==> src/rtl/avalon_mm_pkg.sv <==
// Shared types and default sizes for the Avalon-MM master block.
// The optional watchdog is controlled by the AVM_TIMEOUT_EN macro in the top file.
package avalon_mm_pkg;

  localparam int AVM_ADDR_W      = 32;
  localparam int AVM_DATA_W      = 32;
  localparam int AVM_TIMEOUT_CYC = 256;

  typedef enum logic [1:0] {
    IDLE    = 2'd0,
    WR_REQ  = 2'd1,
    RD_REQ  = 2'd2,
    RD_WAIT = 2'd3
  } avm_state_e;

endpackage

==> src/rtl/avalon_master_mm_interface.sv <==
// Avalon-MM master: one local command in flight, one response per command.
// Define AVM_TIMEOUT_EN to add a watchdog that aborts a stuck transfer with rsp_error.
module avalon_master_mm_interface
  import avalon_mm_pkg::*;
#(
  parameter int ADDR_W      = AVM_ADDR_W,
  parameter int DATA_W      = AVM_DATA_W,
  parameter int TIMEOUT_CYC = AVM_TIMEOUT_CYC
) (
  input  logic                clock,
  input  logic                reset,
  // Local command/response side
  input  logic                cmd_valid,
  output logic                cmd_ready,
  input  logic                cmd_write,
  input  logic [ADDR_W-1:0]   cmd_address,
  input  logic [DATA_W-1:0]   cmd_writedata,
  input  logic [DATA_W/8-1:0] cmd_byteenable,
  output logic                rsp_valid,
  output logic [DATA_W-1:0]   rsp_data,
  output logic                rsp_error,
  // Avalon-MM side
  output logic [ADDR_W-1:0]   address,
  output logic                read,
  output logic                write,
  output logic [DATA_W-1:0]   writedata,
  output logic [DATA_W/8-1:0] byteenable,
  input  logic                waitrequest,
  input  logic [DATA_W-1:0]   readdata,
  input  logic                readdatavalid
);

  // Handshake: a command transfers on a rising edge where cmd_valid and
  // cmd_ready are both 1; rsp_valid is a single-cycle pulse with no back-pressure.

  avm_state_e state;
  logic       wd_abort;

`ifdef AVM_TIMEOUT_EN
  localparam int WD_W = $clog2(TIMEOUT_CYC);

  logic [WD_W-1:0] wd_cnt;
  logic            wd_expired;

  assign wd_expired = (wd_cnt == WD_W'(TIMEOUT_CYC - 1));
  // A normal completion on the same edge wins over the watchdog.
  assign wd_abort   = wd_expired && (state != IDLE)
                      && !(state == WR_REQ && !waitrequest)
                      && !(state == RD_WAIT && readdatavalid);

  always_ff @(posedge clock or negedge reset) begin
    if (!reset) begin
      wd_cnt    <= '0;
      rsp_error <= 1'b0;
    end else begin
      wd_cnt    <= (state == IDLE) ? '0 : wd_cnt + WD_W'(1);
      rsp_error <= wd_abort;
    end
  end
`else
  assign wd_abort  = 1'b0;
  assign rsp_error = 1'b0;
`endif

  always_ff @(posedge clock or negedge reset) begin
    if (!reset) begin
      state      <= IDLE;
      cmd_ready  <= 1'b0;
      read       <= 1'b0;
      write      <= 1'b0;
      address    <= '0;
      writedata  <= '0;
      byteenable <= '0;
      rsp_valid  <= 1'b0;
      rsp_data   <= '0;
    end else begin
      rsp_valid <= 1'b0;
      case (state)
        IDLE: begin
          cmd_ready <= 1'b1;
          if (cmd_valid && cmd_ready) begin
            cmd_ready  <= 1'b0;
            address    <= cmd_address;
            writedata  <= cmd_writedata;
            byteenable <= cmd_byteenable;
            if (cmd_write) begin
              write <= 1'b1;
              state <= WR_REQ;
            end else begin
              read  <= 1'b1;
              state <= RD_REQ;
            end
          end
        end
        WR_REQ: begin
          if (!waitrequest) begin
            write     <= 1'b0;
            rsp_valid <= 1'b1;
            rsp_data  <= '0;
            cmd_ready <= 1'b1;
            state     <= IDLE;
          end
        end
        RD_REQ: begin
          if (!waitrequest) begin
            read  <= 1'b0;
            state <= RD_WAIT;
          end
        end
        RD_WAIT: begin
          if (readdatavalid) begin
            rsp_data  <= readdata;
            rsp_valid <= 1'b1;
            cmd_ready <= 1'b1;
            state     <= IDLE;
          end
        end
        default: state <= IDLE;
      endcase
      if (wd_abort) begin
        read      <= 1'b0;
        write     <= 1'b0;
        rsp_valid <= 1'b1;
        rsp_data  <= '0;
        cmd_ready <= 1'b1;
        state     <= IDLE;
      end
    end
  end

endmodule

==> config.mk <==
export PLATFORM = sky130hd
export DESIGN_NAME = avalon_master_mm_interface
export DESIGN_NICKNAME = d
export VERILOG_FILES = /design/src/rtl/avalon_mm_pkg.sv /design/src/rtl/avalon_master_mm_interface.sv
export SDC_FILE = /design/constraint.sdc
export NUM_CORES = 1
export LEC_CHECK = 0
export ABC_AREA = 1
export CAP_MARGIN = 20
export CORE_UTILIZATION = 37
export DETAILED_ROUTE_END_ITERATION = 8
export PLACE_DENSITY = 0.77
export SETUP_SLACK_MARGIN = 0.02
export SLEW_MARGIN = 20
export SYNTH_ARGS = -nofsm -noshare
export SYNTH_HDL_FRONTEND = slang
export SYNTH_SLANG_ARGS = --single-unit
==> constraint.sdc <==
create_clock -name clock -period 1.2 [get_ports clock]
set_clock_uncertainty 0.05 [all_clocks]
set_input_delay 0.3 -clock clock [delete_from_list [all_inputs] [get_ports clock]]
set_output_delay 0.3 -clock clock [all_outputs]
set_load 0.01 [all_outputs]
# [After elaboration in Yosys (flattened, before gate mapping)]
# Index checks and enable logic that the tools add are counted.
[classes] n_eq_ne=9 mux=23 n_reduce_logical=12
[op_table] op="two-way mux 32 bit" n=2
[op_table] op="one-hot mux 32 bit (2 select lines)" n=1
[op_table] op="inequality test 2 bit (second input constant)" n=6
[op_table] op="AND reduction 4 bit" n=3
[op_table] op="two-way mux 1 bit" n=10
[op_table] op="two-way mux 2 bit" n=5
[op_table] op="one-hot mux 2 bit (4 select lines)" n=1
[op_table] op="one-hot mux 1 bit (2 select lines)" n=3
[op_table] op="AND reduction 3 bit" n=2
[op_table] op="nonzero test 2 bit" n=3
[op_table] op="equality test 2 bit (second input constant)" n=2
[op_table] op="one-hot mux 1 bit (3 select lines)" n=1
[op_table] op="nonzero test 3 bit" n=1
[op_table] op="equality test 2 x 1 -> 1 bit (second input constant)" n=1
[op_table] op="logical NOT 2 bit" n=1
[op_table] op="AND reduction 2 bit" n=1
[op_table] op="logical AND 1 bit" n=1
[totals] in_bits=106 reg_bits=106 out_inout_bits=105 word_cells=53

# [Longest topological paths before layout]
[depth] ltp_word=3 ltp_mapped=7 depth_no_buf=5

# [Least setup slack after synthesis]
# No wires, ideal clock.
[synth_path] kind="reg2reg" start="reg state[1]" end="reg address[10]" setup_ns=0.117 period_less_slack_ns=1.278 t_required_ns=1.033 arrival_time_ns=1.111 path_stages_with_launch=7 path_slack_ns=-0.078 path_buffers=2 cell_sequence="dfrtp_1 -> nor2_4 -> nand2_1 -> buf_4 -> buf_4 -> nand2_1 -> nand2_1"
[synth_between] elab_chain_cells=2
[synth_rtl] element="from (decl)" line_no="avalon_master_mm_interface.sv:36" source="avm_state_e state;"
[synth_rtl] element="from (signal assigned)" line_no="avalon_master_mm_interface.sv:67" source="state <= IDLE;"
[synth_rtl] element="from (signal assigned)" line_no="avalon_master_mm_interface.sv:88" source="state <= WR_REQ;"
[synth_rtl] element="from (signal assigned)" line_no="avalon_master_mm_interface.sv:91" source="state <= RD_REQ;"
[synth_rtl] element="logical NOT 2 bit" line_no="avalon_master_mm_interface.sv:78" source="case (state)"
[synth_rtl] element="AND reduction 2 bit (no line)"
[synth_rtl] element="to (signal assigned)" line_no="avalon_master_mm_interface.sv:83" source="address <= cmd_address;"
[synth_rtl] element="to (decl)" line_no="avalon_master_mm_interface.sv:23" source="output logic [ADDR_W-1:0] address,"
# No other way between the ends.
# A chain may end at the register's enable or synchronous reset.

# [Final worst setup path]
[layout_path] start="reg state[0]" end="reg state[1]"
[layout_between] elab_chain_cells=3 elab_cells_between_ends=10 cone_classes="eq/ne: 7; mux: 1; reduce/logical: 2"
[layout_rtl] element="equality test 2 bit (tied with other cells)" line_no="avalon_master_mm_interface.sv:78"
[layout_rtl] element="inequality test 2 bit (no line)"
[layout_rtl] element="AND reduction 4 bit (no line)"
# Parallel ways exist; a longest one is shown, timed or not.

==> reports/qor.csv <==
metric,value,unit
crit_family,flip-flops,
fin_tns_setup,-3725,ps
setup.worst_path.end_class,flop,
max_stage_delay,440,ps
reg2reg_depth,6,
cp_max_fo,7,
cts_tree,built,
p_leak,3.864,nW
grt_pass1_wl,20620,um
worst-path-buf-inv,2,
fin_area,7475,sq um
clk_pin_slew,70,ps
setup_viol,187,
antennaDiodeCount,0,
hold_slack,421.6,ps
syn_nets,586,
finalCritPeriodShare,105.0,%
setup_ws,-59.68,ps
place_congestion,0.7562,
slowest_stage,dfrtp_2,
routed_wl,13890,um
cp.depth,6,
area_growth,72.76,%
min_from,address[23],
cp-start-kind,flop,
fin_crit,1260,ps
via_per_inst,4.892,
irDropWorstVdd,0.001333,V
clk_path_buf_depth,2,
clkSinkCount,106,
detail-route-antenna-nets,0,
rsz0062_at_grt,true,
grt_usage,22.40,%
endpoint,state[1],
ios,211,
grt_max_degree,54,
worstPathRequired,1380,ps
row_count,39,
r2r-end,state[1],
synth_top_area_share,61.31,%
rr_startpoint,state[0],
hold_class,flop to flop,
synth_cell_types,17,
grt_overflow,0,
yosys.area.top_type,dfrtp_1,
netlist_top_cells_count,"152 x nand2_1, 106 x dfrtp_1, 74 x nand3_1, 36 x inv_1, 32 x nand4_1",
startpoint,state[0],
place_ws,-390.1,ps
cts_buffers,9,
ys_seq_area_share,61.31,%
synthArstFlopShare,100.0,%
dieWidth,110.1,um
path_cells,nor2_4 -> buf_6 -> buf_12 -> nand2_4 -> nand2_2 -> o21bai_1,
ys_ff_latch,106,
crit_arrival,1440,ps
synth_edf_count,0,
status,"complete, but fails checks",
clock_latency,340,ps
r2r_slack,-60,ps
drtIter0Drc,304,
floorplan.die_area,12130,sq um
yosysWarnings,0,
path_class,flop to flop,
synth.most_common_cell,nand2_1,
avgRoutedWirePerCell,15.26,um
portBuffers,209,
synth_area_leaders,"dfrtp_1 61%, nand2_1 13%, nand3_1 8.6%, nand4_1 4.6%, o21ai_1 3.5%",
power_density,2573,nW/um^2
violations,negative setup slack,
via_count,4452,
hold_violations,0,
syn_avg_cell_area,9.014,sq um
placeableCoreArea,11420,sq um
drt_pass1_iterations,6,
ys.flop_type,dfrtp_1,
drive_gt1_share,30.90,%
drc,0,
dp_hpwl,9053,um
syn_area,4327,sq um
die_y,110.1,um
drv_slew,0,
htreeDepth,3,
fin_nets,868,
cts-root-buf,clkbuf_16,
fmax,793.9,MHz
synthCells,480,
antenna_found_initial,0,
grt_pass1_vias,4283,
p_total,19.23,mW
start_util,37.89,%
dpl_cell_area,6785,sq um
cap_viol_max_count,0,
[cells by family (layout without fill, tap and decap cells)]
logic type,count (synthesis),in the layout,share of synthesized area [%]
and+or+nand+nor,259,259,26.63
DFF,106,106,61.31
buffers and inverters,74,361,7.201
AOI/OAI and AO/OA,40,40,4.771
other,1,1,0.08667
[registers in the layout (all words and copies together) (netlist names), 2 cells and up]
signal and flops:
byteenable 4, address 32, state 2, rsp_data 32
writedata 32
[per-layer routing]
layer	track usage, %	wire (um)
met2	39.46	7153
met4	8.647	241
met3	4.586	910
met5	0	0
met1	26.85	5585
[layout by cell type, fill, tap and decap left out]
cell and count:
inv_1 35, nand3_2 7, dfrtp_1 105, clkbuf_8 2, dlygate4sd3_1 1, buf_12 9
dfrtp_2 1, nand2_1 144, o21ai_0 3, nand4_1 32, nand3_1 67, clkbuf_1 3
o21ai_4 1, bufinv_16 1, nor2_4 1, clkinv_2 1, nand2_4 2, buf_16 3
a21oi_2 1, o21bai_1 1, clkdlybuf4s50_1 104, clkbuf_16 11, inv_4 2, buf_4 76
buf_2 72, conb_1 1, o21ai_1 34, buf_8 1, nand2_2 6, buf_6 40
[worst min-delay path: cells and delay by family, from the launching register on]
kind,cells,cell delay (ps)
DFF,1,340
and+or+nand+nor,2,90
[worst min-delay path by stage]
stage	endpoint	cells after the start
after global routing	address[25]	2
after detailed placement	rsp_data[16]	2
after CTS	address[24]	2
after global placement	rsp_data[16]	2
final	address[23]	2
after floorplan	address[0]	0
[layout make-up]
class	count	area (sq um)
clock buffer	14	264.0
clock inverter	2	35.03
fill	942	3944
inverter	37	143.9
multi-input combinational	300	1439
sequential	106	2654
tap	143	178.9
timing repair buffer	308	2760
[where the power goes]
group	switching, mW	internal (mW)	total (mW)
clock network	1.24	1.73	2.97
registers	1.01	5.21	6.21
logic	4.82	5.23	10.1
total	7.07	12.2	19.2
[metrics by stage]
| stage | instances | utilization [%] |
|---|---|---|
| floorplan | 480 | - |
| global placement | 829 | 59.42 |
| detailed placement | 829 | 59.42 |
| CTS | 882 | 61.93 |
| global route | 910 | 65.46 |
| finish | 910 | 65.46 |
[timing repair]
action                                  4_1_cts  5_1_grt
gates resized for setup                     455       36
setup buffers                                33       27
gates cloned                                  3        2
endpoints found under the setup margin      209      209
pin swaps                                     9       11
hold endpoints to repair                    106        0
hold buffers                                  1        0
Power figures use the tool's default switching activity.
==> RTL change (same settings) <==
Set the package constant `AVM_DATA_W` to 16 (it was 32).
--- a/src/rtl/avalon_mm_pkg.sv
+++ b/src/rtl/avalon_mm_pkg.sv
@@ -3,7 +3,7 @@
 package avalon_mm_pkg;
 
   localparam int AVM_ADDR_W      = 32;
-  localparam int AVM_DATA_W      = 32;
+  localparam int AVM_DATA_W      = 16;
   localparam int AVM_TIMEOUT_CYC = 256;
 
   typedef enum logic [1:0] {
Interface: changed (6 resized); port bits go from 211 to 143. The function was not compared with the original's and may differ.
==> RTL change against the original RTL <==
- the run still ends with setup timing left
- total power is 35% lower
- final area is 34% lower
- setup slack better by 31 ps
- area after synthesis is 31% lower
- count of clock-buffer cells in the layout is 1 lower
- sequential cell count is 34 lower
- wire length is 37% lower
==> RTL change: results (changes against the original RTL) <==
metric;value;unit;change
outcome;finished with violations;;
violated checks;setup timing;;
worst-case setup slack after placement;-310;ps;+80.6 ps
critical path arrival;1390;ps;-50 ps
part of the Yosys area used for sequential elements;60.7;%;-0.60 points
number of buffers on the longest clock path;2;;unchanged
number of detailed-route iterations in the first pass;4;;-2
layout filler cell count;654;;-31%
Syn Nets;403;;-31%
registers with the highest flip-flop counts;address x32, rsp_data x16, writedata x16;;
post-route worst setup slack;-28.2;ps;+31.4 ps
switching power;4.63;mW;-34%
critical-path maximum fanout;15;;+8
Port-buffer cells;141;;-33%
library cell contributing the largest single delay on the critical path;sky130_fd_sc_hd__dfrtp_2;;
leakage component of the power;2.62;nW;-32%
net count reported at finish;592;;-32%
Cells after DPL;571;;-31%
primary flip-flop cell chosen by synthesis mapping;sky130_fd_sc_hd__dfrtp_1;;
maximum number of pins on one net before global-route repair;73;;+35%
fraction of synthesis flops using an asynchronous set or reset pin;100;%;unchanged
cell family with most CP delay;flip-flops;;
gate count of the mapped netlist;331;;-31%
DP Wirelength;5560;um;-39%
number of global-route vias before repair;2896;;-32%
global routing usage summed across all routing layers;19.7;%;-2.7 points
count of instances resized after the clock tree is built;292;;-36%
wire length of the first global-routing pass;13100;um;-36%
maximum VDD drop;1.13;mV;-15%
share of final-layout standard cells stronger than drive strength 1;31.2;%;+0.34 points
clock latency on the worst-skew pair;320;ps;-20 ps
quantity of hold-fixing buffers added after cts;1;;unchanged
total setup violations reported at the end of the flow;52;;-72%
WL final;8730;um;-37%
DR vias;2975;;-33%
largest cells by area after synthesis;sky130_fd_sc_hd__dfrtp_1 61%, sky130_fd_sc_hd__nand2_1 15%, sky130_fd_sc_hd__nand3_1 9.4%, sky130_fd_sc_hd__nand4_1 3.4%, sky130_fd_sc_hd__o21ai_1 3.2%;;
DRC violation total after the first TritonRoute iteration;104;;-66%
count of different cell masters after synthesis;19;;+2
antenna violations before repair;0;;unchanged
CTS Root Cell;sky130_fd_sc_hd__clkbuf_8;;
Hold/Removal Path Class;flip-flop to flip-flop;;
number of buffers inserted by post-CTS setup repair;14;;-58%
ranking of synthesized cells by instance count;116 x sky130_fd_sc_hd__nand2_1, 72 x sky130_fd_sc_hd__dfrtp_1, 56 x sky130_fd_sc_hd__nand3_1;;
Final ANT Viol Nets;0;;unchanged
weighted congestion reported at the end of routability-driven placement;0.834;;+10%
average wire per standard cell;13.9;um;-8.8%
## RTL change: logic make-up after synthesis
family          share of synthesized area [%]
other cells                             0.126
simple gates                             27.9
compound gates                           4.51
buf+inv                                  6.79
flops                                    60.7
## RTL change: power by group through the flow
| stage | Sequential (mW) | Clock (mW) | Combinational (mW) |
|---|---|---|---|
| floorplan | 4.65 | 0 | 2.14 |
| global placement | 4.24 | 0 | 5.73 |
| detailed placement | 4.24 | 0 | 5.89 |
| CTS | 4.19 | 2.12 | 5.33 |
| global route | 4.30 | 2.21 | 6.84 |
| finish | 4.19 | 2.08 | 6.26 |
## RTL change: metal layers
layer	global-route usage (%)	vias up	share of wire [%]	wire, um
met3	3.60	18	5.4	472
met2	34.1	102	51	4470
met4	9.66	0	2.5	218
met1	23.5	1400	41	3570
li1	-	1455	-	-
met5	0	-	0	0
## RTL change: area by class of cell
cell class	count	area, sq um	share of cell area [%]
clock inverter	3	65.1	1.31
sequential	72	1800	36.3
clock buffer	13	149	3.00
multi-input combinational	214	1020	20.6
tap	102	128	2.57
inverter	21	88.8	1.79
timing repair buffer	202	1710	34.4
## RTL change: final timing paths
kind	slack, ps	cells past startpoint	from	end
min in group asynchronous	470	3	reset	address[21]
hold reg to reg	420	2	address[7]	address[7]
max in group asynchronous	320	3	reset	address[4]
hold / removal	420	2	address[7]	address[7]
setup / recovery	-30	5	state[0]	address[12]
setup reg to reg	-30	5	state[0]	address[12]
## RTL change: metrics by stage
step           instance area (sq um)  setup TNS (ps)  util (%)  hold slack, ps
2_1_floorplan                   2980               0         -           -45.6
3_3_place_gp                    4610          -20270      59.7             288
3_5_place_dp                    4610          -21220      59.7             295
4_1_cts                         4640           -1840      60.1             420
5_1_grt                         4960           -6800      64.2             450
6_report                        4960            -443      64.2             423
